[src/rtl/wb_arbiter.sv]
// wb_arbiter: writeback-side arbiter.
// Collects scalar FU completions (ALU, scalar LD/ST, branch) into one holding
// slot per source. It commits at most one scalar register write per cycle,
// picking among the slots in round-robin order. A result produced under an
// unresolved branch is held until the branch is resolved, and it is dropped
// on a mispredict. Matrix completions (matrix LD/ST, GEMM) use a separate
// path: one write per cycle, with a single pending entry for a GEMM result
// that collides with an LD/ST completion.
module wb_arbiter #(
  parameter int WORD_W = 32,
  parameter int SREG_W = 5,
  parameter int MREG_W = 4,
  parameter int NSRC   = 3
) (
  input  logic                   CLK,
  input  logic                   RST,
  input  logic [NSRC-1:0]        s_valid,
  output logic [NSRC-1:0]        s_ready,
  input  logic [NSRC-1:0]        s_wen,
  input  logic [NSRC*SREG_W-1:0] s_rd,
  input  logic [NSRC*WORD_W-1:0] s_data,
  input  logic [NSRC-1:0]        s_spec,
  input  logic                   branch_resolved,
  input  logic                   branch_miss,
  input  logic                   mls_done,
  input  logic [MREG_W-1:0]      mls_md,
  input  logic                   gemm_done,
  input  logic [MREG_W-1:0]      gemm_md,
  output logic                   gemm_ready,
  output logic                   s_rw_en,
  output logic [SREG_W-1:0]      s_rw,
  output logic [WORD_W-1:0]      s_wdata,
  output logic                   m_rw_en,
  output logic [MREG_W-1:0]      m_rw,
  output logic [1:0]             fu_ex
);

  localparam int PTR_W = (NSRC > 1) ? $clog2(NSRC) : 1;

  // Holding slots, one per scalar source
  logic [NSRC-1:0]             r_valid;
  logic [NSRC-1:0]             r_wen;
  logic [NSRC-1:0]             r_spec;
  logic [NSRC-1:0][SREG_W-1:0] r_rd;
  logic [NSRC-1:0][WORD_W-1:0] r_data;
  logic [PTR_W-1:0]            r_ptr;

  // Registered writeback bundle
  logic              r_s_rw_en;
  logic [SREG_W-1:0] r_s_rw;
  logic [WORD_W-1:0] r_s_wdata;
  logic [1:0]        r_fu_ex;
  logic              r_m_rw_en;
  logic [MREG_W-1:0] r_m_rw;
  logic              r_m_pending;
  logic [MREG_W-1:0] r_m_pend_md;

  // Arbitration signals
  logic [NSRC-1:0]  w_elig;
  logic [NSRC-1:0]  w_grant;
  logic [NSRC-1:0]  w_accept;
  logic [PTR_W-1:0] w_gnt_idx;
  logic [PTR_W-1:0] w_cand;
  logic [PTR_W-1:0] w_ptr_next;
  logic             w_gnt_any;

  assign w_elig     = r_valid & ~r_spec;
  assign s_ready    = ~r_valid | w_grant;
  assign w_accept   = s_valid & s_ready;
  assign gemm_ready = ~r_m_pending;

  assign s_rw_en = r_s_rw_en;
  assign s_rw    = r_s_rw;
  assign s_wdata = r_s_wdata;
  assign fu_ex   = r_fu_ex;
  assign m_rw_en = r_m_rw_en;
  assign m_rw    = r_m_rw;

  // Round-robin search: pick the first eligible slot, starting at the pointer
  always_comb begin
    w_grant   = '0;
    w_gnt_idx = '0;
    w_gnt_any = 1'b0;
    w_cand    = '0;
    for (int k = 0; k < NSRC; k++) begin
      w_cand = PTR_W'((int'(r_ptr) + k) % NSRC);
      if (!w_gnt_any && w_elig[w_cand]) begin
        w_gnt_any = 1'b1;
        w_gnt_idx = w_cand;
      end
    end
    if (w_gnt_any) begin
      w_grant[w_gnt_idx] = 1'b1;
    end
  end

  // After a grant, the pointer moves to the next index after the winner
  always_comb begin
    w_ptr_next = r_ptr;
    if (w_gnt_any) begin
      w_ptr_next = (int'(w_gnt_idx) == NSRC - 1) ? '0 : w_gnt_idx + PTR_W'(1);
    end
  end

  // Slot update. A new accept takes priority over the other cases, because a
  // slot being drained by a grant can reload in the same edge. If a mispredict
  // and a resolve arrive together, the mispredict wins.
  always_ff @(posedge CLK) begin
    if (RST) begin
      r_valid <= '0;
      r_wen   <= '0;
      r_spec  <= '0;
      r_rd    <= '0;
      r_data  <= '0;
      r_ptr   <= '0;
    end else begin
      for (int i = 0; i < NSRC; i++) begin
        if (w_accept[i]) begin
          r_valid[i] <= ~(branch_miss & s_spec[i]);
          r_wen[i]   <= s_wen[i];
          r_rd[i]    <= s_rd[i*SREG_W +: SREG_W];
          r_data[i]  <= s_data[i*WORD_W +: WORD_W];
          r_spec[i]  <= s_spec[i] & ~branch_resolved & ~branch_miss;
        end else if (w_grant[i]) begin
          r_valid[i] <= 1'b0;
        end else if (branch_miss && r_spec[i]) begin
          r_valid[i] <= 1'b0;
          r_spec[i]  <= 1'b0;
        end else if (branch_resolved) begin
          r_spec[i]  <= 1'b0;
        end
      end
      r_ptr <= w_ptr_next;
    end
  end

  // Scalar writeback register: holds the granted slot for exactly one cycle.
  // Writes to x0 are reported as completions, but they do not write a register.
  always_ff @(posedge CLK) begin
    if (RST || !w_gnt_any) begin
      r_s_rw_en <= 1'b0;
      r_s_rw    <= '0;
      r_s_wdata <= '0;
      r_fu_ex   <= 2'd0;
    end else begin
      r_s_rw_en <= r_wen[w_gnt_idx] & (|r_rd[w_gnt_idx]);
      r_s_rw    <= r_rd[w_gnt_idx];
      r_s_wdata <= r_data[w_gnt_idx];
      r_fu_ex   <= 2'(w_gnt_idx) + 2'd1;
    end
  end

  // Matrix writeback. An LD/ST completion always goes out first. A GEMM
  // completion that collides with it is parked in the single pending entry.
  // GEMM is held off through gemm_ready until that entry drains.
  always_ff @(posedge CLK) begin
    if (RST) begin
      r_m_rw_en   <= 1'b0;
      r_m_rw      <= '0;
      r_m_pending <= 1'b0;
      r_m_pend_md <= '0;
    end else if (mls_done) begin
      r_m_rw_en <= 1'b1;
      r_m_rw    <= mls_md;
      if (gemm_done && !r_m_pending) begin
        r_m_pending <= 1'b1;
        r_m_pend_md <= gemm_md;
      end
    end else if (r_m_pending) begin
      r_m_rw_en   <= 1'b1;
      r_m_rw      <= r_m_pend_md;
      r_m_pending <= 1'b0;
    end else if (gemm_done) begin
      r_m_rw_en <= 1'b1;
      r_m_rw    <= gemm_md;
    end else begin
      r_m_rw_en <= 1'b0;
      r_m_rw    <= '0;
    end
  end

endmodule

[config.mk]
export PLATFORM = sky130hd
export DESIGN_NAME = wb_arbiter
export DESIGN_NICKNAME = d
export VERILOG_FILES = /design/src/rtl/wb_arbiter.sv
export SDC_FILE = /design/constraint.sdc
export NUM_CORES = 1
export LEC_CHECK = 0
export CAP_MARGIN = 30
export CORE_MARGIN = 5
export CORE_UTILIZATION = 45
export CTS_BUF_LIST = sky130_fd_sc_hd__clkbuf_4
export DETAILED_ROUTE_END_ITERATION = 12
export GPL_TIMING_DRIVEN = 0
export PLACE_DENSITY = 0.75
export SLEW_MARGIN = 20
export SYNTH_ARGS = -nofsm -noshare
export SYNTH_HDL_FRONTEND = slang
export SYNTH_SLANG_ARGS = --single-unit
[constraint.sdc]
create_clock -name CLK -period 2.92 [get_ports CLK]
set_input_delay 0.292 -clock CLK [delete_from_list [all_inputs] [get_ports CLK]]
set_output_delay 0.292 -clock CLK [all_outputs]
set_load 0.005 [all_outputs]
==> flow_summary.json <==
{
  "netlist.top_cell.by_area": "dfxtp_1",
  "wire_per_inst_microns": 16.3,
  "fp.dieArea_sq_um": 17700,
  "crit_path_end": "s_ready[1]",
  "die_h_microns": 133,
  "rows": 45,
  "drtAntennaViolNets": 0,
  "fp.dieW_microns": 133,
  "viasPerCell": 5.19,
  "netlist_instances": 854,
  "grt_max_degree": 17,
  "port_buffers": 181,
  "path_max_fanout": 8,
  "clk_latency_ps": 570,
  "p_per_area_nw_per_um2": 607,
  "synth.distinct_cells": 50,
  "end_kind": "output pin",
  "clk_pin_slew_ps": 130,
  "p_leak_nw": 3.50,
  "synth_top_family_by_area": "simple AND/OR/NAND/NOR gates",
  "htreeDepth": 4,
  "hp-class": "input pin to flop",
  "drc": 0,
  "p_total_mw": 5.57,
  "start_kind": "flop",
  "cp.required_ps": 2630,
  "crit_type": "flop to output pin",
  "synth_adder_area_share_pct": 0.552,
  "drtIter0Drc": 352,
  "synth_ff_type": "dfxtp_1",
  "rsz0062_at_grt": "yes",
  "cts_buffers": 17,
  "ff2ff_path_depth": 13,
  "holdPathStages": 3,
  "vias": 6557,
  "arrival_ps": 2530,
  "pre_cts_ws_ps": 90.5,
  "final_cells": 1263,
  "antenna_found_initial": 1,
  "finalCritPeriodShare_pct": 96.5,
  "setup_viol": 0,
  "syn_area_per_cell_sq_um": 7.96,
  "crit_start": "r_ptr[1]$_SDFFE_PP0N_",
  "max-vdd-ir-drop_uv": 273,
  "status": "complete, no violations",
  "drive_gt1_share_pct": 9.40,
  "r2r_start": "r_ptr[0]$_SDFFE_PP0N_",
  "cts.sinks": 172,
  "dpl.cell_count": 1223,
  "root_buffer": "clkbuf_4",
  "yosysTopAreaCellShare_pct": 50.7,
  "gp_congestion": 0.919,
  "synthMuxAreaShare_pct": 1.29,
  "ios": 183,
  "timing.rr.end": "r_data[83]$_SDFFE_PP0P_",
  "detailed_place.area_sq_um": 8840,
  "finalCriticalPeriod_ps": 2820,
  "ys_async_sr_fraction_pct": 0,
  "synth_xor_area_share_pct": 0,
  "design.core.area_sq_um": 15000,
  "synth-edff-count": 0,
  "cap_violations": 0,
  "hold_viol_final": 0,
  "synth-seq-cells": 172,
  "initial_core_util_pct": 45.2,
  "fillers": 1409,
  "syn_to_final_growth_pct": 35.0,
  "fin_area_sq_um": 9180,
  "fin_nets": 1202,
  "syn_area_sq_um": 6800,
  "slew_headroom_pct": 56.3,
  "overflow": 0,
  "setup_ws_ps": 102,
  "cts_tree": "done",
  "grt_use_total_pct": 22.8,
  "wirelength_microns": 20600,
  "tns_ps": 0,
  "synth_compound_area_share_pct": 18.0,
  "worstMarginPinSlew_ps": 656,
  "synth-seq-area-share_pct": 50.7,
  "hpwl_microns": 14900,
  "clock.fmax_mhz": 355,
  "synth.net_count": 991,
  "r2r_slack_ps": 140,
  "ys.warnings.count": 0,
  "clock-skew-final_ps": 14.7,
  "dr.pass1.iters": 5,
  "synth_area_leaders": "dfxtp_1 51%, nand2_1 17%, a21oi_1 9.9%",
  "grt_pass1_wl_microns": 32000,
  "yosys.area_share.simple_pct": 24.2,
  "grt_pass1_vias": 6246,
  "slew_violations": 0,
  "cts_buffer_depth": 2
}
## worst min-delay path by stage
stage	startpoint	to	slack [ps]
after floorplan	branch_miss	r_spec[2]$_SDFFE_PP0P_	380
after global placement	r_data[9]$_SDFFE_PP0P_	r_data[9]$_SDFFE_PP0P_	440
after detailed placement	r_data[17]$_SDFFE_PP0P_	r_data[17]$_SDFFE_PP0P_	450
after CTS	s_data[6]	r_data[6]$_SDFFE_PP0P_	210
after global routing	s_data[44]	r_data[44]$_SDFFE_PP0P_	230
final	s_data[6]	r_data[6]$_SDFFE_PP0P_	250
## report_power, final
group / switching (mW) / internal [mW]
Sequential: 0.111 / 2.60
Combinational: 0.957 / 0.824
Clock: 0.779 / 0.301
## timing repair
item,4_1_cts,5_1_grt
setup buffers,5,6
hold buffers,0,0
setup endpoints to repair,3,33
pin swaps,1,6
resized for setup,12,21
## worst max-delay path, cell delays in order, from the launching register on
cell and delay (ps):
dfxtp_2 380, inv_1 60, ha_2 220, or3b_4 400
nor3b_4 170, o221ai_4 220, and2_4 180, buf_6 120
o21ai_4 70, buf_2 140
## synthesized netlist by cell type (2+ instances only)
| cell | n |
|---|---|
| nand2_1 | 305 |
| dfxtp_1 | 172 |
| a21oi_1 | 134 |
| nor2_1 | 58 |
| a311oi_1 | 33 |
| clkbuf_1 | 28 |
| buf_2 | 25 |
| inv_1 | 10 |
| and3_1 | 8 |
| buf_4 | 6 |
| mux2i_1 | 5 |
| nand3b_1 | 5 |
| buf_6 | 4 |
| nand3_1 | 4 |
| nor3_1 | 4 |
| a211oi_1 | 3 |
| ha_1 | 3 |
| nor2b_1 | 3 |
| o211ai_1 | 3 |
| o21a_1 | 3 |
| o21ai_1 | 3 |
| a21boi_0 | 2 |
| a221oi_2 | 2 |
| a31o_2 | 2 |
| nand2b_1 | 2 |
| or2_1 | 2 |
| or3_1 | 2 |
## metal layers
| metal | GRT usage [%] | wire (microns) |
|---|---|---|
| met5 | 0 | 0 |
| met4 | 8.03 | 445 |
| met3 | 6.01 | 1510 |
| met2 | 36.9 | 9530 |
| met1 | 29.5 | 9110 |
## through the flow
| step | util (%) | hold slack, ps |
|---|---|---|
| 3_3_place_gp | 58.8 | 442 |
| 3_5_place_dp | 58.8 | 447 |
| 4_1_cts | 60.4 | 214 |
| 5_1_grt | 61.0 | 228 |
| 2_1_floorplan | - | 381 |
| 6_report | 61.0 | 247 |
## layout make-up
| class | instances | area (sq um) | area share (%) |
|---|---|---|---|
| Sequential cell | 172 | 3450 | 37.6 |
| Multi-Input combinational cell | 609 | 3040 | 33.2 |
| Timing Repair Buffer | 192 | 1890 | 20.6 |
| Buffer | 63 | 337 | 3.67 |
| Tap cell | 188 | 235 | 2.56 |
| Clock buffer | 17 | 128 | 1.39 |
| Clock inverter | 11 | 57.6 | 0.627 |
| Inverter | 10 | 37.5 | 0.409 |
| Antenna cell | 1 | 2.50 | 0.0273 |
## registers in the layout (all words and copies together) (netlist names)
| register | flops |
|---|---|
| r_data | 96 |
| s_wdata | 32 |
| r_rd | 15 |
| s_rw | 5 |
| m_rw | 4 |
| r_m_pend_md | 4 |
| r_spec | 3 |
| r_valid | 3 |
| r_wen | 3 |
| fu_ex | 2 |
| r_ptr | 2 |
| m_rw_en | 1 |
| r_m_pending | 1 |
| s_rw_en | 1 |
## placed cells by master (no fill, tap or decap), types with 3 or more instances in the layout
master           Yosys  layout
nand2_1            305     304
clkdlybuf4s50_1      0     178
dfxtp_1            172     170
a21oi_1            134     134
nor2_1              58      57
a311oi_1            33      33
clkbuf_1            28      24
buf_2               25      23
clkbuf_4             0      20
buf_4                6      16
inv_1               10       9
and3_1               8       8
clkinv_2             0       6
buf_6                4       5
nand3b_1             5       5
mux2i_1              5       5
nand3_1              4       4
nor3_1               4       4
clkbuf_2             0       4
nor2b_1              3       3
o21a_1               3       3
a211oi_1             3       3
o211ai_1             3       3
clkinv_1             0       3
## cell families after synthesis
family | count (synthesis)
flip-flops | 172
adder cells (fa/ha/maj) | 3
buffers and inverters | 73
multiplexers | 8
AO/OA/AOI/OAI | 195
AND/OR/NAND/NOR | 403
Note: power is estimated with default switching activity, not from simulation.
